`src/rtl/magic_pkg.sv`:
```
// Shared types and sizing for the MAGIC NOR/NOT sequencer.
// Instruction layout is {op, dst, src_a, src_b}, MSB first.
package magic_pkg;

  localparam int NCELLS     = 32;
  localparam int ADDR_W     = 5;
  localparam int PROG_DEPTH = 64;
  localparam int PC_W       = 6;
  localparam int INSTR_W    = 2 + 3 * ADDR_W;

  typedef enum logic [1:0] {
    OP_NOP  = 2'b00,
    OP_NOT  = 2'b01,
    OP_NOR  = 2'b10,
    OP_HALT = 2'b11
  } op_t;

  typedef struct packed {
    op_t               op;
    logic [ADDR_W-1:0] dst;
    logic [ADDR_W-1:0] src_a;
    logic [ADDR_W-1:0] src_b;
  } instr_t;

  typedef enum logic [2:0] {
    ST_IDLE,
    ST_FETCH,
    ST_INIT,
    ST_EVAL,
    ST_DONE
  } state_t;

  // A MAGIC gate cannot use its own output cell as an operand.
  function automatic logic illegal_operands(instr_t i);
    return (i.dst == i.src_a) || ((i.op == OP_NOR) && (i.dst == i.src_b));
  endfunction

endpackage

```
`src/rtl/magic_nor_sequencer_if.sv`:
```
// Host/crossbar bundle of the sequencer: program load, cell access,
// control/status and the crossbar operation strobes.
interface magic_if;
  import magic_pkg::*;

  logic               prog_we;
  logic [PC_W-1:0]    prog_addr;
  logic [INSTR_W-1:0] prog_wdata;
  logic               cell_we;
  logic [ADDR_W-1:0]  cell_addr;
  logic               cell_wdata;
  logic               cell_rdata;
  logic               start;
  logic               busy;
  logic               done;
  logic               err;
  logic               xb_valid;
  logic               xb_phase;
  logic [ADDR_W-1:0]  xb_dst;
  logic [ADDR_W-1:0]  xb_src_a;
  logic [ADDR_W-1:0]  xb_src_b;
  logic [PC_W:0]      gate_count;

  modport master (
    output prog_we, prog_addr, prog_wdata, cell_we, cell_addr, cell_wdata, start,
    input  cell_rdata, busy, done, err, xb_valid, xb_phase,
           xb_dst, xb_src_a, xb_src_b, gate_count
  );

  modport slave (
    input  prog_we, prog_addr, prog_wdata, cell_we, cell_addr, cell_wdata, start,
    output cell_rdata, busy, done, err, xb_valid, xb_phase,
           xb_dst, xb_src_a, xb_src_b, gate_count
  );

endinterface

```
`src/rtl/magic_cell_array.sv`:
```
// Bit-accurate behavioural model of the memristor crossbar cells.
// Host writes win over crossbar operations; the sequencer never overlaps them.
module magic_cell_array
  import magic_pkg::*;
(
  input  logic              clk,
  input  logic              rst_n,
  input  logic              ext_we,
  input  logic [ADDR_W-1:0] ext_addr,
  input  logic              ext_wdata,
  input  logic              init_en,
  input  logic              eval_en,
  input  logic [ADDR_W-1:0] dst,
  input  logic [ADDR_W-1:0] src_a,
  input  logic [ADDR_W-1:0] src_b,
  input  logic [ADDR_W-1:0] rd_addr,
  output logic              rd_data
);

  logic [NCELLS-1:0] cells;

  always_ff @(posedge clk) begin
    if (!rst_n) begin
      cells <= '0;
    end else if (ext_we) begin
      cells[ext_addr] <= ext_wdata;
    end else if (init_en) begin
      cells[dst] <= 1'b1;
    end else if (eval_en) begin
      // conditional reset: output cell can only fall from its INIT value
      cells[dst] <= cells[dst] & ~(cells[src_a] | cells[src_b]);
    end
  end

  assign rd_data = cells[rd_addr];

endmodule

```
`src/rtl/magic_nor_sequencer.sv`:
```
// Plays a NOR/NOT gate list from program memory as two-phase MAGIC
// crossbar operations (INIT then EVAL) on the behavioural cell array.
//
// state | meaning
// IDLE  | waiting for start; host may load program and cells
// FETCH | decode instr[pc]; skip NOP, stop on HALT or bad operands
// INIT  | crossbar sets cell[dst] to 1
// EVAL  | crossbar conditionally resets cell[dst]; advance pc
// DONE  | one-cycle done pulse
module magic_nor_sequencer
  import magic_pkg::*;
(
  input  logic clk,
  input  logic rst_n,
  magic_if.slave bus
);

  localparam logic [PC_W:0]   GC_MAX  = {1'b1, {PC_W{1'b0}}};
  localparam logic [PC_W-1:0] PC_LAST = {PC_W{1'b1}};

  state_t          state;
  logic [PC_W-1:0] pc;
  instr_t          prog_mem [PROG_DEPTH];
  instr_t          cur;
  logic            in_idle;
  logic            rd_data;

  assign in_idle = (state == ST_IDLE);
  assign cur     = prog_mem[pc];

  // Program memory is deliberately left out of reset.
  always_ff @(posedge clk) begin
    if (bus.prog_we && in_idle) begin
      prog_mem[bus.prog_addr] <= instr_t'(bus.prog_wdata);
    end
  end

  always_ff @(posedge clk) begin
    if (!rst_n) begin
      state          <= ST_IDLE;
      pc             <= '0;
      bus.busy       <= 1'b0;
      bus.done       <= 1'b0;
      bus.err        <= 1'b0;
      bus.xb_valid   <= 1'b0;
      bus.xb_phase   <= 1'b0;
      bus.xb_dst     <= '0;
      bus.xb_src_a   <= '0;
      bus.xb_src_b   <= '0;
      bus.gate_count <= '0;
    end else begin
      case (state)
        ST_IDLE: begin
          if (bus.start) begin
            state          <= ST_FETCH;
            pc             <= '0;
            bus.err        <= 1'b0;
            bus.gate_count <= '0;
            bus.busy       <= 1'b1;
          end
        end
        ST_FETCH: begin
          case (cur.op)
            OP_NOP: pc <= pc + 1'b1;
            OP_HALT: begin
              state    <= ST_DONE;
              bus.done <= 1'b1;
            end
            default: begin
              if (illegal_operands(cur)) begin
                state    <= ST_DONE;
                bus.err  <= 1'b1;
                bus.done <= 1'b1;
              end else begin
                state        <= ST_INIT;
                bus.xb_valid <= 1'b1;
                bus.xb_phase <= 1'b0;
                bus.xb_dst   <= cur.dst;
                bus.xb_src_a <= cur.src_a;
                bus.xb_src_b <= (cur.op == OP_NOT) ? cur.src_a : cur.src_b;
              end
            end
          endcase
        end
        ST_INIT: begin
          state        <= ST_EVAL;
          bus.xb_phase <= 1'b1;
        end
        ST_EVAL: begin
          bus.xb_valid <= 1'b0;
          bus.xb_phase <= 1'b0;
          if (bus.gate_count != GC_MAX) begin
            bus.gate_count <= bus.gate_count + 1'b1;
          end
          // running off the end of program memory without HALT is a fault
          if (pc == PC_LAST) begin
            state    <= ST_DONE;
            bus.err  <= 1'b1;
            bus.done <= 1'b1;
          end else begin
            state <= ST_FETCH;
            pc    <= pc + 1'b1;
          end
        end
        ST_DONE: begin
          state    <= ST_IDLE;
          bus.done <= 1'b0;
          bus.busy <= 1'b0;
        end
        default: state <= ST_IDLE;
      endcase
    end
  end

  magic_cell_array u_cells (
    .clk       (clk),
    .rst_n     (rst_n),
    .ext_we    (bus.cell_we && in_idle),
    .ext_addr  (bus.cell_addr),
    .ext_wdata (bus.cell_wdata),
    .init_en   (state == ST_INIT),
    .eval_en   (state == ST_EVAL),
    .dst       (bus.xb_dst),
    .src_a     (bus.xb_src_a),
    .src_b     (bus.xb_src_b),
    .rd_addr   (bus.cell_addr),
    .rd_data   (rd_data)
  );

  assign bus.cell_rdata = rd_data;

endmodule

```
`src/flat_wrapper.sv`:
```
// flat-port wrapper written by rule: the top's interface ports become plain ports
module magic_nor_sequencer_flat import magic_pkg::*;
  (clk, rst_n, bus_prog_we, bus_prog_addr, bus_prog_wdata, bus_cell_we, bus_cell_addr, bus_cell_wdata, bus_start, bus_cell_rdata, bus_busy, bus_done, bus_err, bus_xb_valid, bus_xb_phase, bus_xb_dst, bus_xb_src_a, bus_xb_src_b, bus_gate_count);
  magic_if bus_i ();
  input  logic clk;
  input  logic rst_n;
  input wire logic [$bits(bus_i.prog_we)-1:0] bus_prog_we;
  input wire logic [$bits(bus_i.prog_addr)-1:0] bus_prog_addr;
  input wire logic [$bits(bus_i.prog_wdata)-1:0] bus_prog_wdata;
  input wire logic [$bits(bus_i.cell_we)-1:0] bus_cell_we;
  input wire logic [$bits(bus_i.cell_addr)-1:0] bus_cell_addr;
  input wire logic [$bits(bus_i.cell_wdata)-1:0] bus_cell_wdata;
  input wire logic [$bits(bus_i.start)-1:0] bus_start;
  output wire logic [$bits(bus_i.cell_rdata)-1:0] bus_cell_rdata;
  output wire logic [$bits(bus_i.busy)-1:0] bus_busy;
  output wire logic [$bits(bus_i.done)-1:0] bus_done;
  output wire logic [$bits(bus_i.err)-1:0] bus_err;
  output wire logic [$bits(bus_i.xb_valid)-1:0] bus_xb_valid;
  output wire logic [$bits(bus_i.xb_phase)-1:0] bus_xb_phase;
  output wire logic [$bits(bus_i.xb_dst)-1:0] bus_xb_dst;
  output wire logic [$bits(bus_i.xb_src_a)-1:0] bus_xb_src_a;
  output wire logic [$bits(bus_i.xb_src_b)-1:0] bus_xb_src_b;
  output wire logic [$bits(bus_i.gate_count)-1:0] bus_gate_count;
  assign bus_i.prog_we = bus_prog_we;
  assign bus_i.prog_addr = bus_prog_addr;
  assign bus_i.prog_wdata = bus_prog_wdata;
  assign bus_i.cell_we = bus_cell_we;
  assign bus_i.cell_addr = bus_cell_addr;
  assign bus_i.cell_wdata = bus_cell_wdata;
  assign bus_i.start = bus_start;
  assign bus_cell_rdata = bus_i.cell_rdata;
  assign bus_busy = bus_i.busy;
  assign bus_done = bus_i.done;
  assign bus_err = bus_i.err;
  assign bus_xb_valid = bus_i.xb_valid;
  assign bus_xb_phase = bus_i.xb_phase;
  assign bus_xb_dst = bus_i.xb_dst;
  assign bus_xb_src_a = bus_i.xb_src_a;
  assign bus_xb_src_b = bus_i.xb_src_b;
  assign bus_gate_count = bus_i.gate_count;
  magic_nor_sequencer u_core (.clk(clk), .rst_n(rst_n), .bus(bus_i));
endmodule
```
`config.mk`:
```
export PLATFORM = sky130hd
export DESIGN_NAME = magic_nor_sequencer_flat
export DESIGN_NICKNAME = d
export VERILOG_FILES = /design/src/rtl/magic_pkg.sv /design/src/rtl/magic_nor_sequencer_if.sv /design/src/rtl/magic_cell_array.sv /design/src/rtl/magic_nor_sequencer.sv /design/src/flat_wrapper.sv
export SDC_FILE = /design/constraint.sdc
export NUM_CORES = 1
export LEC_CHECK = 0
export CELL_PAD_IN_SITES_DETAIL_PLACEMENT = 0
export CELL_PAD_IN_SITES_GLOBAL_PLACEMENT = 1
export CORE_ASPECT_RATIO = 0.8
export CORE_MARGIN = 4
export CORE_UTILIZATION = 55
export CTS_CLUSTER_DIAMETER = 60
export CTS_CLUSTER_SIZE = 14
export DETAILED_ROUTE_END_ITERATION = 12
export HOLD_SLACK_MARGIN = 0.03
export PLACE_DENSITY_LB_ADDON = 0.1
export SETUP_SLACK_MARGIN = 0.2
export SLEW_MARGIN = 20
export SYNTH_ARGS = -nofsm -noshare
export SYNTH_HDL_FRONTEND = slang
export SYNTH_SLANG_ARGS = --single-unit
```
`constraint.sdc`:
```
create_clock -name clk -period 9.9 [get_ports clk]
set_input_delay 0.99 -clock clk [delete_from_list [all_inputs] [get_ports clk]]
set_output_delay 0.99 -clock clk [all_outputs]
set_load 0.03 [all_outputs]
```
==> metrics <==
status=finished clean; H-Tree Depth=3; Post-Syn Area=47290 um^2; clk root buf=clkbuf_16; Critical Path Sink Type=primary output; yosys warns=0; DR vias/cell=6.815; asr flop ratio synth=0%; syn_nets=2519; pin count of the biggest net entering global routing=104; GR peak layer=met1; clk_lat worst skew=0.67 ns; Sw Share=21.17%; Synth Flop Type=edfxtp_1; Fin Clk Skew=0.03581 ns; Clock power frac=36.5%; pwr/cell area=178.2 nW/um^2; cts bufs inserted=94; port bufs=61; CP Max Fanout=12; Total Neg Setup Slack=0 ns; overall power consumption=9270 uW; synthesized flop and latch total=1162; Avg Cell Area, Syn=19.08 um^2; CTS Buffer Depth=3; maximum operating frequency=191.1 MHz; met3 Resource Use GR=5.330%; initial antenna violation count=7; Initial Util=55.87%; CTS Hold Bufs=0; CP startpoint kind=primary input; layout cell share with drive strength beyond 1=24.37%; # clock sinks=1162; commonest cells after routing, fill and taps aside=1088 x edfxtp_1, 306 x mux4_2, 131 x mux2i_1; die area=90760 um^2; Flop pwr share=58.5%; Post-synth EDFFs=1088; Period Utilization, post-route=52.85%; Detailed Routing Iterations Pass 1=6; fin crit period=5.232 ns; Int Power=7308 uW; All-Layer GR Usage=27.63%; Mapped Cells=2478; unrepaired setup endpoints after global routing=no; clock-pin slew on the worst setup and hold paths=0.07 ns; fill cell count=5991; Post-CTS Resized=0; Synth cell types=68; power share of the combinational group=5.1%; placer's final routability congestion estimate=0.8652; drt total wl=124000 um; vias in the first global route=24630; met1 usage=43.94%; initial DRC count=3872; vias=25370; Die Width=335.8 um; P&R area growth vs syn=10.00%; GR Layer Usage met2=40.20%; fin nets=2624; Top-Level Pins=62; switching power=1962 uW; commonest non-fill, non-tap cell in the layout=edfxtp_1; Post CTS Setup Buffer Count=0; CP Class=primary input to primary output; CTS tree=yes; CORE AREA=84630 um^2; first-pass GRT wire length=179600 um; max-slew violation count=0; Worst IR Drop VDD=0.1324 mV; DRC Markers=0; Tightest Hold Check Type=flip-flop to flip-flop; Slew @ Worst Pin=1.074 ns; final hold vios=0; row count=95; Worst EP arrival=4.24 ns; LEAKAGE=0.01591 uW; sequential cell area fraction in the yosys report=72.23%; Die H=270.3 um; Detailed Place HPWL=73100 um; final-report setup violation count=0; slew margin rel.=28.27%; routed length per instance=33.31 um; GR Overflow Total=0; final antenna-violating net count=0; max cap viols=0; critical path required time=8.91 ns
[power groups by stage]
stage,logic (uW),registers (uW),clock network [uW]
after global routing,498,5420,3650
after global placement,444,5530,0
after detailed placement,456,5530,0
final,468,5420,3380
after CTS,457,5430,3440
after floorplan,270,5520,0
[synth_stat cells, types with 3 or more instances]
cell / instances / area share (%)
nor2_1: 169 / 1.3
nor3_1: 10 / 0.11
mux2i_1: 131 / 2.8
o21ai_1: 4 / 0.042
a31oi_1: 7 / 0.093
clkbuf_1: 60 / 0.48
and2_1: 5 / 0.066
a211oi_1: 9 / 0.14
dfxtp_1: 74 / 3.1
o22ai_1: 20 / 0.26
edfxtp_1: 1088 / 69
buf_1: 18 / 0.14
buf_2: 33 / 0.35
buf_6: 14 / 0.33
nand3_1: 20 / 0.21
nand3b_1: 12 / 0.19
and3_1: 4 / 0.053
xor2_1: 16 / 0.30
a22oi_1: 19 / 0.30
a2bb2oi_1: 3 / 0.056
o221ai_1: 5 / 0.093
mux4_2: 306 / 15
or3b_2: 5 / 0.093
a32o_1: 3 / 0.064
nor2b_1: 21 / 0.28
nand2b_1: 17 / 0.22
or3_1: 6 / 0.079
buf_4: 29 / 0.46
nand2_1: 106 / 0.84
nand4_1: 8 / 0.11
o311ai_0: 33 / 0.61
o211ai_1: 4 / 0.064
mux2_2: 16 / 0.38
a311oi_1: 4 / 0.074
a21oi_1: 58 / 0.61
a22o_1: 5 / 0.093
a221oi_1: 7 / 0.13
or2_2: 6 / 0.079
inv_1: 12 / 0.095
ha_1: 7 / 0.19
o21ai_0: 70 / 0.74
[per-stage QoR]
stage	utilization [%]	hold slack, ns	setup WS [ns]	std cells	area (um^2)
after global placement	58.31	0.4538	4.496	3599	49350
after global routing	61.46	0.5145	4.530	3721	52010
final	61.46	0.4764	4.668	3723	52020
after floorplan	-	0.4680	5.347	2478	47290
after CTS	61.41	0.4768	4.409	3720	51970
after detailed placement	58.37	0.4670	4.457	3601	49400
[registers in the layout, summed over array words and instances (netlist names), named ones only]
name                   count
u_core.prog_mem         1088
u_core.bus.gate_count      7
u_core.bus.xb_src_b        5
u_core.bus.xb_phase        1
u_core.bus.err             1
u_core.bus.xb_src_a        5
u_core.pc                  6
u_core.bus.xb_dst          5
u_core.u_cells.cells      32
u_core.state               3
u_core.bus.done            1
u_core.bus.xb_valid        1
u_core.bus.busy            1
[path summary, 6_finish.rpt]
kind / to / cells past startpoint / from / slack [ns]
hold / removal: u_core.bus.err / 2 / u_core.bus.err / 0.48
hold reg to reg: u_core.bus.err / 2 / u_core.bus.err / 0.48
setup / recovery: bus_cell_rdata / 6 / bus_cell_addr[0] / 4.67
setup reg to reg: u_core.bus.xb_dst[3] / 11 / flip-flop / 4.91
[worst max-delay path: stages]
cell,delay (ns)
clkdlybuf4s50_1,0.91
mux4_2,0.58
and3_1,0.19
or4_1,0.52
or4_1,0.43
clkdlybuf4s50_1,0.61
[layout make-up]
class	count	area (um^2)	area share, %
clock buffer	108	2426	4.664
timing repair buffer	163	1394	2.680
inverter	14	52.55	0.1010
tap	1115	1395	2.682
sequential	1162	34170	65.69
multi-input combinational	1148	12430	23.89
clock inverter	11	147.6	0.2838
antenna	2	5.005	0.009622
[metal layers]
layer  vias up  wire length, um
met5         -                0
met4         0             2741
met3       157            12750
met2      1400            55580
met1     13490            52940
li1      10330                -
[kinds of logic (layout without fill, tap and decap cells)]
kind of cell | Yosys count | in the layout | share of synthesized area, %
flops | 1162 | 1162 | 72.23
mux | 453 | 453 | 17.73
simple gates | 398 | 398 | 3.845
compound gates | 273 | 273 | 3.826
buf+inv | 168 | 296 | 1.873
xor+xnor | 17 | 17 | 0.3149
fa+ha+maj | 7 | 7 | 0.1852
other cells | 0 | 2 | 0
No activity file was read; power rests on OpenSTA's default activity.
